[config.mk]
export PLATFORM = sky130hd
export DESIGN_NAME = wdma_buf_sched
export DESIGN_NICKNAME = d
export VERILOG_FILES = /design/src/rtl/wdma_buf_sched.sv
export SDC_FILE = /design/constraint.sdc
export NUM_CORES = 1
export LEC_CHECK = 0
export CORE_AREA = 2 2 197 199
export DETAILED_ROUTE_END_ITERATION = 16
export DIE_AREA = 0 0 199 201
export SLEW_MARGIN = 5
export SYNTH_ARGS = -nofsm -noshare
export SYNTH_HDL_FRONTEND = slang
export SYNTH_SLANG_ARGS = --single-unit
[constraint.sdc]
create_clock -name clk -period 6.6 [get_ports clk]
set_input_delay 1.32 -clock clk [delete_from_list [all_inputs] [get_ports clk]]
set_output_delay 1.32 -clock clk [all_outputs]
set_load 0.02 [all_outputs]
[src/rtl/wdma_buf_sched.sv]
// wdma_buf_sched: host buffer address queue and issue scheduler for the write DMA.
// Host address pairs are queued in a DEPTH-entry circular buffer. A request from the
// write-DMA sequencer pops the head and presents it one cycle later as a registered strobe.
// Optional feature macro: WDMA_BUF_RECYCLE_EN. When it is defined, popped entries are
// written back at the tail, so the queue replays as a ring.
module wdma_buf_sched #(
    parameter int unsigned DEPTH = 8
) (
    input  logic        clk,
    input  logic        rst,
    input  logic        init_rst_i,
    input  logic [31:0] next_wdma_addr_i,
    input  logic [7:0]  next_wdma_up_addr_i,
    input  logic        next_wdma_valid_i,
    input  logic        buf_req_i,
    output logic [63:0] buf_addr_o,
    output logic        buf_valid_o,
    output logic        buf_empty_o,
    output logic        buf_full_o,
    output logic [4:0]  buf_level_o,
    output logic [6:0]  buf_ptr_o,
    output logic [7:0]  ovf_cnt_o,
    output logic        unf_o
);

    localparam int unsigned AW = (DEPTH > 1) ? $clog2(DEPTH) : 1;

    typedef enum logic [1:0] {StIdle, StPend, StIssue} state_e;

    state_e          state_q;
    logic [AW-1:0]   rd_ptr_q, wr_ptr_q;
    logic [AW-1:0]   rd_ptr_d, wr_ptr_d;
    logic [4:0]      level_q, level_d;
    logic [39:0]     mem_q [DEPTH];
    logic [39:0]     head;
    logic [39:0]     new_entry;
    logic            full, nonempty;
    logic            pop, push_ok, drop;
`ifdef WDMA_BUF_RECYCLE_EN
    logic [AW-1:0]   push_idx;
`endif

    assign head      = mem_q[rd_ptr_q];
    assign new_entry = {next_wdma_up_addr_i, next_wdma_addr_i};
    assign full      = (level_q == 5'(DEPTH));
    assign nonempty  = (level_q != 5'd0);

    assign buf_level_o = level_q;
    assign buf_empty_o = ~nonempty;
    assign buf_full_o  = full;

    // Pop/push decisions; a soft flush suppresses both.
    always_comb begin
        pop      = 1'b0;
        push_ok  = 1'b0;
        drop     = 1'b0;
        rd_ptr_d = rd_ptr_q;
        wr_ptr_d = wr_ptr_q;
        level_d  = level_q;
`ifdef WDMA_BUF_RECYCLE_EN
        push_idx = wr_ptr_q;
`endif
        if (!init_rst_i) begin
            // PEND leaves as soon as an entry is stored; requests there are ignored.
            if (nonempty) begin
                pop = ((state_q == StIdle) && buf_req_i) || (state_q == StPend);
            end
`ifdef WDMA_BUF_RECYCLE_EN
            // The recycled entry takes the tail slot, so host pushes need real free space.
            push_ok  = next_wdma_valid_i && !full;
            push_idx = wr_ptr_q + AW'(pop);
            wr_ptr_d = wr_ptr_q + AW'(pop) + AW'(push_ok);
            level_d  = level_q + 5'(push_ok);
`else
            // When full, a coincident pop frees the slot the push lands in.
            push_ok  = next_wdma_valid_i && (!full || pop);
            wr_ptr_d = wr_ptr_q + AW'(push_ok);
            level_d  = level_q + 5'(push_ok) - 5'(pop);
`endif
            drop     = next_wdma_valid_i && !push_ok;
            rd_ptr_d = rd_ptr_q + AW'(pop);
        end
    end

    // Entry storage; contents are deliberately left unreset.
    always_ff @(posedge clk) begin
`ifdef WDMA_BUF_RECYCLE_EN
        if (pop) begin
            mem_q[wr_ptr_q] <= head;
        end
        if (push_ok) begin
            mem_q[push_idx] <= new_entry;
        end
`else
        if (push_ok) begin
            mem_q[wr_ptr_q] <= new_entry;
        end
`endif
    end

    // Issue FSM with pointers, level and all registered outputs.
    always_ff @(posedge clk or posedge rst) begin
        if (rst) begin
            state_q     <= StIdle;
            rd_ptr_q    <= '0;
            wr_ptr_q    <= '0;
            level_q     <= 5'd0;
            buf_valid_o <= 1'b0;
            buf_addr_o  <= 64'd0;
            buf_ptr_o   <= 7'd0;
            ovf_cnt_o   <= 8'd0;
            unf_o       <= 1'b0;
        end else if (init_rst_i) begin
            state_q     <= StIdle;
            rd_ptr_q    <= '0;
            wr_ptr_q    <= '0;
            level_q     <= 5'd0;
            buf_valid_o <= 1'b0;
            buf_addr_o  <= 64'd0;
            buf_ptr_o   <= 7'd0;
            ovf_cnt_o   <= 8'd0;
            unf_o       <= 1'b0;
        end else begin
            rd_ptr_q    <= rd_ptr_d;
            wr_ptr_q    <= wr_ptr_d;
            level_q     <= level_d;
            buf_valid_o <= pop;
            if (pop) begin
                buf_addr_o <= {24'h0, head};
                buf_ptr_o  <= buf_ptr_o + 7'd1;
            end
            if (drop && (ovf_cnt_o != 8'hff)) begin
                ovf_cnt_o <= ovf_cnt_o + 8'd1;
            end
            unique case (state_q)
                StIdle: begin
                    if (buf_req_i) begin
                        if (nonempty) begin
                            state_q <= StIssue;
                        end else begin
                            state_q <= StPend;
                            unf_o   <= 1'b1;
                        end
                    end
                end
                StPend: begin
                    if (nonempty) begin
                        state_q <= StIssue;
                    end
                end
                StIssue: state_q <= StIdle;
                default: state_q <= StIdle;
            endcase
        end
    end

endmodule

# After elaboration in Yosys (flattened, before gate mapping)
# Memory sizes are Yosys's and may differ from the RTL's.
# Cells that the tools add are included.
# classes
n_addsub,6
shifts,0
magnitude_cmp,0
bitwise,1
div,0
n_reduce_logical,16
multipliers,0
n_eq_ne,6
n_mux,26
# ops
cell,n
two-way mux 64 bit,2
two-way mux 8 bit,2
two-way mux 7 bit,2
two-way mux 1 bit,12
adder 8 x 1 -> 8 bit (second input constant),1
two-way mux 2 bit,4
inequality test 8 bit (second input constant),1
nonzero test 2 bit,4
adder 7 x 1 -> 7 bit (second input constant),1
adder 3 x 1 -> 3 bit,2
two-way mux 3 bit,2
inequality test 3 bit (second input constant),2
adder 5 x 1 -> 5 bit,1
== test 5 x 4 -> 1 bit (second input constant),1
two-way mux 5 bit,1
nonzero test 5 bit,1
subtractor 5 x 1 -> 5 bit,1
logical AND 1 bit,4
one-hot mux 2 bit (2 select lines),1
AND reduction 3 bit,1
== test 2 x 1 -> 1 bit (second input constant),1
zero test 1 bit,2
zero test 2 bit,1
logical OR 1 bit,2
other kinds (3),3
# totals
ramBits,320
mem_bits_ro,0
inputBits,45
out_inout_bits,88
register_bits,94
memories,1
elab_cells,65
latchBits,0
# mem_list
memory,depth,word_bits,rd,rd_ports_with_merged_regs,write_ports,line,text
mem_q,8,40,1,0,1,34,logic [39:0] mem_q [DEPTH];

# Depth between registers and ports, before layout
# Gate-level depths: netlist of run 1.
# depth
depth_word,13
ltp_mapped,13
depth_no_buf,12

# Worst setup path before layout of run 1
# OpenSTA, ideal clock, no wires.
# synth_timing
kind,input -> register
from,in buf_req_i
to,"mem mem_q[0][0], enable pin"
cell_stages,5
required_ns,6.063
arrival_ns,5.847
path_buffers,1
setup_time_ns,0.537
setup_slack_ns,0.216
path_cell_list,o21bai_1 clkbuf_1 o21ai_0 nand2_1 nor4_1
# synth_via
elab_chain_len,9
# synth_lines
element,line,text
start: declaration,15,"input logic buf_req_i,"
logical AND 1 bit,66,pop = ((state_q == StIdle) && buf_req_i) || (state_q == StPend);
logical OR 1 bit,66,
two-way mux 1 bit,65,if (nonempty) begin
two-way mux 1 bit,63,if (!init_rst_i) begin
logical OR 1 bit,76,push_ok = next_wdma_valid_i && (!full || pop);
logical AND 1 bit,76,
two-way mux 1 bit,63,
two-way mux 1 bit,95,if (push_ok) begin
two-way mux 1 bit (not written as such),96,mem_q[wr_ptr_q] <= new_entry;
end: declaration,34,
# Every way passes these cells. The select of a mux whose other input is x is not followed.

# Final worst setup path of run 1
# layout_timing
from,in buf_req_i
to,"mem mem_q[2][32], enable pin"
# Same word-level chain as after synthesis.

==> results of run 1 <==
synthesized netlist by cell type, drive strengths merged:
master  instances  share of area, %
edfxtp        320                64
mux4           80                12
dfrtp          70                12
nor2b          46               1.9
a221o          40               2.7
clkbuf         32              0.80
buf            30               1.4
nor2           15              0.37
ha             12               1.0
a21oi          11              0.37
o21ai          10              0.36
nand2           9              0.22
nor3            9              0.30
xnor2           9              0.52
inv             8              0.20
nor4            5              0.21
or3             5              0.21
o31ai           4              0.20
or4             4              0.20
nand3           3              0.10
nand4           3              0.12
nor4b           3              0.17
nand2b          2             0.083
or2             2             0.083
xor2            2              0.12
a21o            1             0.050
a31oi           1             0.042
and2            1             0.042
and4            1             0.058
clkinv          1             0.033
conb            1             0.025
fa              1              0.13
o21ba           1             0.067
o21bai          1             0.050
o311ai          1             0.058
o41ai           1             0.058
or4b            1             0.092
power groups by stage:
stage,Combinational (W),Clock [W],Sequential [W]
floorplan,0.000849,0,0.00310
global placement,0.00134,0,0.00311
detailed placement,0.00135,0,0.00310
CTS,0.00136,0.00229,0.00306
global route,0.00143,0.00239,0.00308
finish,0.00133,0.00224,0.00304
cell type report:
type	instances	area (um2)	share of cell area [%]
sequential	390	11400	63.0
timing repair buffer	131	1250	6.94
multi-input combinational	308	3430	19.0
clock buffer	59	1120	6.22
inverter	9	36.3	0.201
clock inverter	17	188	1.04
antenna	1	2.50	0.0139
tap	518	648	3.59
worst paths after layout:
path | from | end | slack [ns]
setup / recovery | buf_req_i | mem_q[2][32] | 2.73
hold / removal | unf_o | unf_o | 0.49
setup reg to reg | buf_level_o[3] | mem_q[2][32] | 3.18
hold reg to reg | unf_o | unf_o | 0.49
max in group asynchronous | rst | rd_ptr_q[0] | 4.25
min in group asynchronous | rst | buf_addr_o[1] | 1.32
cells by family (layout without fill, tap and decap cells):
family / after synthesis / in the layout / synth area share [%]
mux: 80 / 80 / 12.0
other cells: 1 / 25 / 0.0250
xor+xnor: 11 / 11 / 0.641
buf+inv: 71 / 216 / 2.47
compound gates: 71 / 71 / 3.92
fa+ha+maj: 13 / 13 / 1.13
flops: 390 / 390 / 75.6
simple gates: 109 / 109 / 4.19
per-layer routing:
layer	GRT usage, %	vias to the layer above	share of wire [%]
li1	-	3253	-
met1	23.3	3894	44
met2	25.8	202	48
met3	2.79	46	5.8
met4	4.29	2	1.7
met5	0	-	0.041
registers in the layout (all words and copies together) (netlist names):
name and cells:
unf_o 1, buf_addr_o 40, state_q 2, mem_q 320, buf_level_o 5, rd_ptr_q 3, ovf_cnt_o 8, buf_valid_o 1
wr_ptr_q 3, buf_ptr_o 7
through the flow:
step	setup WS [ns]	cells	util [%]	area [um2]	power [W]
2_1_floorplan	0.216	769	-	15100	0.00394
3_3_place_gp	2.15	1356	43.9	16700	0.00445
6_report	2.73	1433	47.4	18100	0.00661
5_1_grt	2.51	1432	47.4	18000	0.00690
3_5_place_dp	2.15	1356	43.9	16700	0.00446
4_1_cts	2.70	1432	47.4	18000	0.00670
worst register-to-register path, delay by kind of cell (launching register included):
family	cells	cell delay, ns
simple gates	3	1.37
buf+inv	3	0.86
flops	1	0.40
compound gates	1	0.22
fa+ha+maj	1	0.17
==> metrics.md, run 1 <==
| Metric | Value |
|---|---|
| Final hold vios | 0 |
| Flops & latches, synth | 390 |
| Leakage power | 5.98 nW |
| Unique masters post-synth | 42 |
| Via/cell ratio | 5.16 |
| Status | completed |
| Row cnt | 72 |
| GRT Util Overall | 16.2% |
| Num Clock Sinks | 390 |
| I/O pin count | 133 |
| Initial Util | 39.4% |
| Final slew viol count | 0 |
| Max_cap viols | 0 |
| Register area share after synthesis | 75.6% |
| Final Cycle Share | 58.6% |
| Clk slew on worst S/H paths | 0.06 ns |
| Nets@finish | 939 |
| Critical path's most frequent cell | buf_4 |
| Max Clock Skew | 0.0206 ns |
| Setup CP Type | input pin to register |
| Setup Viol. Count Final | 0 |
| Fillers | 3220 |
| Sw Share | 26.7% |
| CP delay by family, top | buffers and inverters |
| Most frequent cells in the layout | 320 x edfxtp_1, 108 x clkdlybuf4s50_1, 80 x mux4_2 |
| Hold depth | 2 |
| Worst Setup End Kind | register |
| Die area | 40000 um2 |
| RSZ-0062 raised after global routing | false |
| Synthesized area | 15000 um2 |
| Post-route minimum period | 3.87 ns |
| Via count | 7397 |
| Sum Neg Setup Slack | 0 ns |
| DR DRC count | 0 |
| Routed Antenna Nets | 0 |
| Setup crit start kind | input pin |
| Slew margin rel. | 32.7% |
| Area delta synth->final | 20.2% |
| Max VDD drop | 0.000224 V |
| Root buf cell | clkbuf_16 |
| HPWL Detailed | 17200 um |
| PostCTS Resize Cnt | 0 |
| RD Place Congestion | 0.756 |
| Reg power frac | 46.1% |
| Worst path required time | 6.77 ns |
| CTS Hold Bufs | 0 |
| DRC marker count from the first detailed-route iteration | 458 |
| Cts bufs inserted | 41 |
| Core area | 38100 um2 |
| Syn avg cell area | 20.1 um2 |
| Highest cell delay on the worst timing path | 0.86 ns |
| Die height | 201 um |
| P per Cell Area | 366 nW/um2 |
| Int Power | 0.00485 W |
| H-tree levels | 2 |
| PortBufs | 108 |
| TritonRoute pass-1 iters | 4 |
| Critical path arrival | 4.03 ns |
| Slowest cell on the critical path | nor3_2 |
| Synth Instances | 746 |
| Reg2Reg Depth | 8 |
| Die W | 199 um |
| Ordered list of cells on the worst path | clkdlybuf4s50_1, o21bai_1, buf_4, o21ai_0, nand2_1, nor3_2, buf_4 |
| Comb pwr share | 20.1% |
| Hold slack | 0.490 ns |
| Worst Hold Class | register to register |
| DRT Wirelength | 31900 um |
| CP Max Fanout | 31 |
| Clock power share | 33.8% |
| Critical path depth | 7 |
| Net Sw Power | 0.00176 W |
| Fmax | 259 MHz |
| Initial antenna violation count | 2 |
| Commonest non-fill, non-tap cell in the layout | edfxtp_1 |
| Largest net degree at the start of global routing | 57 |
| Worst Tran Pin Value | 1.01 ns |
| CTS tree | built |
| Remaining global-route overflow | 0 |
| CP Buf/Inv Count | 3 |
| Yosys warnings | 0 |
| Ratio of cells with drive above 1 in the final layout | 19.7% |
| First-pass GRT wire length | 48400 um |
| Vias in the first global route | 7602 |
| Clk Latency, worst-skew pair | 0.54 ns |
| Clock buffer depth | 3 |
| DR WL/cell | 22.2 um |
| Post-CTS setup buffer count | 0 |
Power figures use the tool's default switching activity.
==> inputs of run 2 (changes only) <==
- clock period: 6.6 -> 4 ns (I/O delays scaled with it)
==> run 2 against run 1 <==
Effect of this change:
- worst hold slack improved by 0.0039 ns
- die area unchanged
- sequential power up 64%
- global-route usage fell by 0.50 points
- final cell count increased by 0.49%
- highest routed layer is now met4
- flip-flop and latch count unchanged
- power increased by 67%
- critical path depth down 2
==> metrics.md, run 2 (synthesis gave the netlist of run 1 again) <==
| Metric | Value |
|---|---|
| Clk slew on worst S/H paths | 0.06 ns (about the same) |
| Final slew viol count | 0 (unchanged) |
| Ratio of cells with drive above 1 in the final layout | 21.1% (+1.4 points) |
| Worst Setup End Kind | primary output |
| Final hold vios | 0 (unchanged) |
| Critical path arrival | 2.49 ns (-1.54 ns) |
| Worst Tran Pin Value | 0.920 ns (-0.0893 ns) |
| DRT Wirelength | 30700 um (-3.7%) |
| First-pass GRT wire length | 47100 um (-2.7%) |
| Highest cell delay on the worst timing path | 0.64 ns (-0.22 ns) |
| Num Clock Sinks | 390 (unchanged) |
| Sw Share | 26.5% (-0.17 points) |
| Die W | 199 um (unchanged) |
| Most frequent cells in the layout | 320 x edfxtp_1, 108 x clkdlybuf4s50_1, 80 x mux4_2 |
| Commonest non-fill, non-tap cell in the layout | edfxtp_1 |
| RD Place Congestion | 0.744 (-1.5%) |
| Max reg flops | 320 (unchanged) |
| Multi-input gate area | 3450 um2 (+0.51%) |
| PortBufs | 108 (unchanged) |
| CTS tree | built |
| H-tree levels | 2 (unchanged) |
| Worst Hold Class | register to register |
| Setup CP Type | register to primary output |
| Biggest register | mem_q |
| Core area | 38100 um2 (unchanged) |
| Vias in the first global route | 7774 (+2.3%) |
| Slew margin rel. | 38.7% (+6.0 points) |
| GRT Util Overall | 15.7% (-0.50 points) |
| Clock buffer depth | 3 (unchanged) |
| Final Cycle Share | 82.2% |
| RSZ-0062 raised after global routing | false |
| Routed Antenna Nets | 0 (unchanged) |
| Remaining global-route overflow | 0 (unchanged) |
| Max Clock Skew | 0.0258 ns (+0.00517 ns) |
| Initial antenna violation count | 1 (-1) |
| Slowest cell on the critical path | clkdlybuf4s50_1 |
| Largest net degree at the start of global routing | 57 (unchanged) |
| P per Cell Area | 604 nW/um2 (+65%) |
| DRC marker count from the first detailed-route iteration | 470 (+2.6%) |
| Fillers | 3195 (-0.78%) |
| Initial Util | 39.4% (unchanged) |
| Clk Latency, worst-skew pair | 0.54 ns (about the same) |
| DR WL/cell | 21.3 um (-4.1%) |
| Die area | 40000 um2 (unchanged) |
| Max VDD drop | 0.000294 V (+31%) |
| Via/cell ratio | 5.14 (-0.39%) |
| Comb pwr share | 20.5% (+0.4 points) |
| Post-Route Utilization | 47.9% (+0.52 points) |
| Status | completed |
| Reg power frac | 45.3% (-0.8 points) |
| Worst path required time | 3.20 ns (-3.57 ns) |
| Largest regs | mem_q x320, buf_addr_o x40, ovf_cnt_o x8 |
| Nets@finish | 946 (+0.75%) |
| HPWL Detailed | 17600 um (+2.0%) |
| Area delta synth->final | 21.5% |
| Design Power | 0.0110 W (+67%) |
| TritonRoute pass-1 iters | 4 (unchanged) |
| Leakage power | 6.08 nW (+1.6%) |
| CTS Hold Bufs | 0 (unchanged) |
| Ordered list of cells on the worst path | inv_1, ha_1, or4b_4, clkinv_2, clkdlybuf4s50_1 |
| Via count | 7404 (+0.095%) |
| Setup Viol. Count Final | 0 (unchanged) |
| DR DRC count | 0 (unchanged) |
| Fmax | 304 MHz |
| Post-route minimum period | 3.29 ns |
| Max_cap viols | 0 (unchanged) |
| Int Power | 0.00810 W (+67%) |
| Storage cell area | 11400 um2 (unchanged) |
| Cts bufs inserted | 41 (unchanged) |
| Post-CTS setup buffer count | 0 (unchanged) |
| Clock power share | 34.3% (+0.5 points) |
| I/O pin count | 133 (unchanged) |
| Row cnt | 72 (unchanged) |
| CP Max Fanout | 15 (-52%) |
| Root buf cell | clkbuf_16 |
| PostCTS Resize Cnt | 0 (unchanged) |
| Net Sw Power | 0.00292 W (+66%) |
| Die height | 201 um (unchanged) |
| Setup crit start kind | register |
==> run 2: cell count changes in the layout (fill, tap and decap cells not counted), moves of 2 or more <==
cell,before,now
clkinv_2,8,10
clkbuf_1,15,11
clkinv_1,3,0
nor4_2,3,1
buf_12,0,6
nor4_4,0,2
clkbuf_8,3,8
clkinv_8,2,0
==> run 2: final timing paths <==
kind | startpoint | to | slack [ns] | cells past startpoint
worst max-delay path | buf_level_o[3] | buf_empty_o | 0.71 | 5
worst min-delay path | unf_o | unf_o | 0.49 | 2
worst max register to register | buf_level_o[3] | buf_level_o[4] | 0.93 | 12
worst min register to register | unf_o | unf_o | 0.49 | 2
max in group asynchronous | rst | wr_ptr_q[1] | 2.50 | 3
min in group asynchronous | rst | buf_ptr_o[2] | 0.77 | 2
==> run 2: cell type report <==
type,instances,area share [%]
flip-flops and latches,390,62.3
multi-input cells,308,18.9
repair buffers,138,7.57
clock buffers,61,6.59
well taps,518,3.55
clock inverters,15,0.878
inverters,9,0.206
diodes,1,0.0137
==> run 2: routing by layer <==
layer,vias to the layer above,track usage (%),share of wire [%]
li1,3270,-,-
met1,3888,21.2,43
met2,201,26.5,50
met3,45,2.59,4.7
met4,0,4.29,2.1
met5,-,0,0
==> run 2: critical path: cells and delay by family (launching register included) <==
kind,cells,cell delay (ns)
buffers and inverters,3,0.93
DFF,1,0.42
adders and majority gates,1,0.13
and+or+nand+nor,1,0.49
==> run 2: metrics by stage <==
stage / worst slack (ns) / setup TNS, ns / area (um2) / hold WS, ns / instances
global placement: 0.597 / 0 / 16900 / 0.480 / 1363
detailed placement: 0.602 / 0 / 16900 / 0.490 / 1363
global route: 0.583 / 0 / 18300 / 0.535 / 1440
finish: 0.711 / 0 / 18300 / 0.494 / 1440
CTS: 0.674 / 0 / 18200 / 0.503 / 1439
floorplan: -0.762 / -199.16 / 15100 / 0.530 / 769
==> run 2: power by group through the flow <==
| stage | clock network, W | logic (W) | registers [W] |
|---|---|---|---|
| finish | 0.00378 | 0.00225 | 0.00499 |
| global route | 0.00402 | 0.00243 | 0.00503 |
| CTS | 0.00385 | 0.00230 | 0.00500 |
| detailed placement | 0 | 0.00229 | 0.00508 |
| global placement | 0 | 0.00229 | 0.00508 |
| floorplan | 0 | 0.00140 | 0.00510 |
==> inputs of run 3 (changes only) <==
- clock period: 4 -> 3 ns (I/O delays scaled with it)
==> run 3 against run 2 <==
Effect of this change:
- die area unchanged
- sequential share of layout area down 0.52 points
- flip-flop and latch count unchanged
- combinational power up 44%
==> metrics.md, run 3 (synthesis gave the netlist of run 1 again) <==
| Metric | Value |
|---|---|
| Net Sw Power | 0.00391 W (+34%) |
| Die height | 201 um (unchanged) |
| Via/cell ratio | 5.15 (+0.11%) |
| Status | completed |
| Largest net degree at the start of global routing | 54 (-5.3%) |
| Worst path required time | 2.40 ns (-0.80 ns) |
| PortBufs | 108 (unchanged) |
| Clk slew on worst S/H paths | 0.06 ns (about the same) |
| Post-route minimum period | 2.89 ns |
| I/O pin count | 133 (unchanged) |
| Final hold vios | 0 (unchanged) |
| Remaining global-route overflow | 0 (unchanged) |
| Setup crit start kind | register |
| Slew margin rel. | 32.7% (-6.0 points) |
| Sw Share | 26.8% (+0.31 points) |
| P per Cell Area | 793 nW/um2 (+31%) |
| Final Cycle Share | 96.3% |
| Final slew viol count | 0 (unchanged) |
| Reg power frac | 45.2% (about the same) |
| Setup CP Type | register to primary output |
| # diodes | 0 (-1) |
| Comb pwr share | 22.2% (+1.7 points) |
| Row cnt | 72 (unchanged) |
| Max_cap viols | 0 (unchanged) |
| Num Clock Sinks | 390 (unchanged) |
| Commonest non-fill, non-tap cell in the layout | edfxtp_1 |
| Initial Util | 39.4% (unchanged) |
| Die area | 40000 um2 (unchanged) |
| Worst Tran Pin Value | 1.01 ns (+0.0873 ns) |
| H-tree levels | 2 (unchanged) |
| Via count | 7433 (+0.39%) |
| Biggest register | mem_q |
| Max reg flops | 320 (unchanged) |
| Max VDD drop | 0.000437 V (+49%) |
| Hold slack | 0.363 ns (-0.131 ns) |
| CTS Hold Bufs | 0 (unchanged) |
| Sum Neg Setup Slack | 0 ns (unchanged) |
| Ratio of cells with drive above 1 in the final layout | 22.0% (+0.97 points) |
| Worst Hold Class | input pin to async pin |
| Int Power | 0.0107 W (+32%) |
| Clock buffer depth | 3 (unchanged) |
| RSZ-0062 raised after global routing | false |
| Worst Setup End Kind | primary output |
| Vias in the first global route | 7797 (+0.30%) |
| Post-Layout Inst Area | 18400 um2 (+0.87%) |
| RD Place Congestion | 0.714 (-4.1%) |
| GRT Util Overall | 15.9% (+0.22 points) |
| Root buf cell | clkbuf_16 |
| Clk Latency, worst-skew pair | 0.54 ns (about the same) |
| Cts bufs inserted | 40 (-2.4%) |
| DRC marker count from the first detailed-route iteration | 473 (+0.64%) |
| Core area | 38100 um2 (unchanged) |
| HPWL Detailed | 18000 um (+2.4%) |
| Leakage power | 6.13 nW (+0.87%) |
| Area delta synth->final | 22.6% |
| DRT Wirelength | 30900 um (+0.59%) |
| CTS tree | built |
| Most frequent cells in the layout | 320 x edfxtp_1, 107 x clkdlybuf4s50_1, 80 x mux4_2 |
| Clock power share | 32.7% (-1.6 points) |
| Design Power | 0.0146 W (+32%) |
| First-pass GRT wire length | 47800 um (+1.5%) |
| DR WL/cell | 21.4 um (+0.31%) |
| TritonRoute pass-1 iters | 5 (+1) |
| Max Clock Skew | 0.0146 ns (-0.0112 ns) |
| Area post-placement | 17100 um2 (+1.5%) |
| Die W | 199 um (unchanged) |
| Nets@finish | 952 (+0.63%) |
| DR DRC count | 0 (unchanged) |
| Routed Antenna Nets | 0 (unchanged) |
| CP Max Fanout | 11 (-4) |
| Setup Viol. Count Final | 0 (unchanged) |
| Largest regs | mem_q x320, buf_addr_o x40, ovf_cnt_o x8 |
| Setup WS post-layout | 0.112 ns (-0.599 ns) |
| Critical path arrival | 2.29 ns (-0.20 ns) |
| Pre-CTS setup slack | -0.0580 ns (-0.660 ns) |
| Initial antenna violation count | 1 (unchanged) |
| Fmax | 346 MHz |
| Post-CTS setup buffer count | 0 (unchanged) |
## run 3: changes by cell type in the layout (fill, tap and decap cells not counted), moves of 2 or more
cell	previous run	this run
buf_12	6	16
clkbuf_8	8	2
nor3_2	6	0
nor3_4	0	6
clkinv_1	0	4
buf_4	24	21
clkinv_4	0	3
clkinv_2	10	8
dfrtp_1	68	66
dfrtp_2	0	2
inv_1	7	5
inv_2	0	2
## run 3: layout make-up
class | instances | area (um2)
fillers | 3158 | 19700
multi-input cells | 308 | 3530
clock buffers | 54 | 1090
flip-flops and latches | 390 | 11400
inverters | 9 | 40.0
well taps | 518 | 648
clock inverters | 20 | 169
repair buffers | 145 | 1560
## run 3: repair_timing
| item | in CTS | in global routing |
|---|---|---|
| gates resized for setup | 1 | 2 |
| setup endpoints to repair | 1 | 2 |
| gates cloned | 0 | 0 |
## run 3: final timing paths
path / from / endpoint / slack [ns] / depth (start not counted)
setup / recovery: buf_level_o[2] / buf_empty_o / 0.11 / 6
max in group asynchronous: rst / rd_ptr_q[1] / 1.94 / 3
hold reg to reg: unf_o / unf_o / 0.50 / 2
hold / removal: rst / buf_addr_o[3] / 0.36 / 2
setup reg to reg: buf_level_o[2] / buf_level_o[4] / 0.12 / 12
min in group clk: unf_o / unf_o / 0.50 / 2
## run 3: per-stage QoR
stage	cells	utilization, %
6_report	1444	48.3
4_1_cts	1444	48.3
5_1_grt	1444	48.3
3_5_place_dp	1370	45.0
3_3_place_gp	1370	45.0
2_1_floorplan	769	-
## run 3: metal layers
| layer | vias to the layer above | global-route usage [%] | routed length (um) |
|---|---|---|---|
| met2 | 167 | 25.8 | 15300 |
| met4 | 2 | 3.62 | 376 |
| met3 | 35 | 3.14 | 1480 |
| met5 | - | 0 | 13 |
| met1 | 3942 | 22.4 | 13700 |
| li1 | 3287 | - | - |
## run 3: critical path, cell delays in order (launching register included)
cell and delay, ns:
dfrtp_2 0.42, inv_2 0.08, ha_2 0.15, or4b_4 0.50, clkinv_4 0.09, buf_4 0.18
clkdlybuf4s15_1 0.33
## run 3: power by group through the flow
stage          sequential, W  clock [W]  combinational [W]
6_report             0.00659    0.00477            0.00324
4_1_cts              0.00661    0.00489            0.00329
3_5_place_dp         0.00671          0            0.00328
2_1_floorplan        0.00681          0            0.00194
3_3_place_gp         0.00671          0            0.00325
5_1_grt              0.00665    0.00513            0.00349
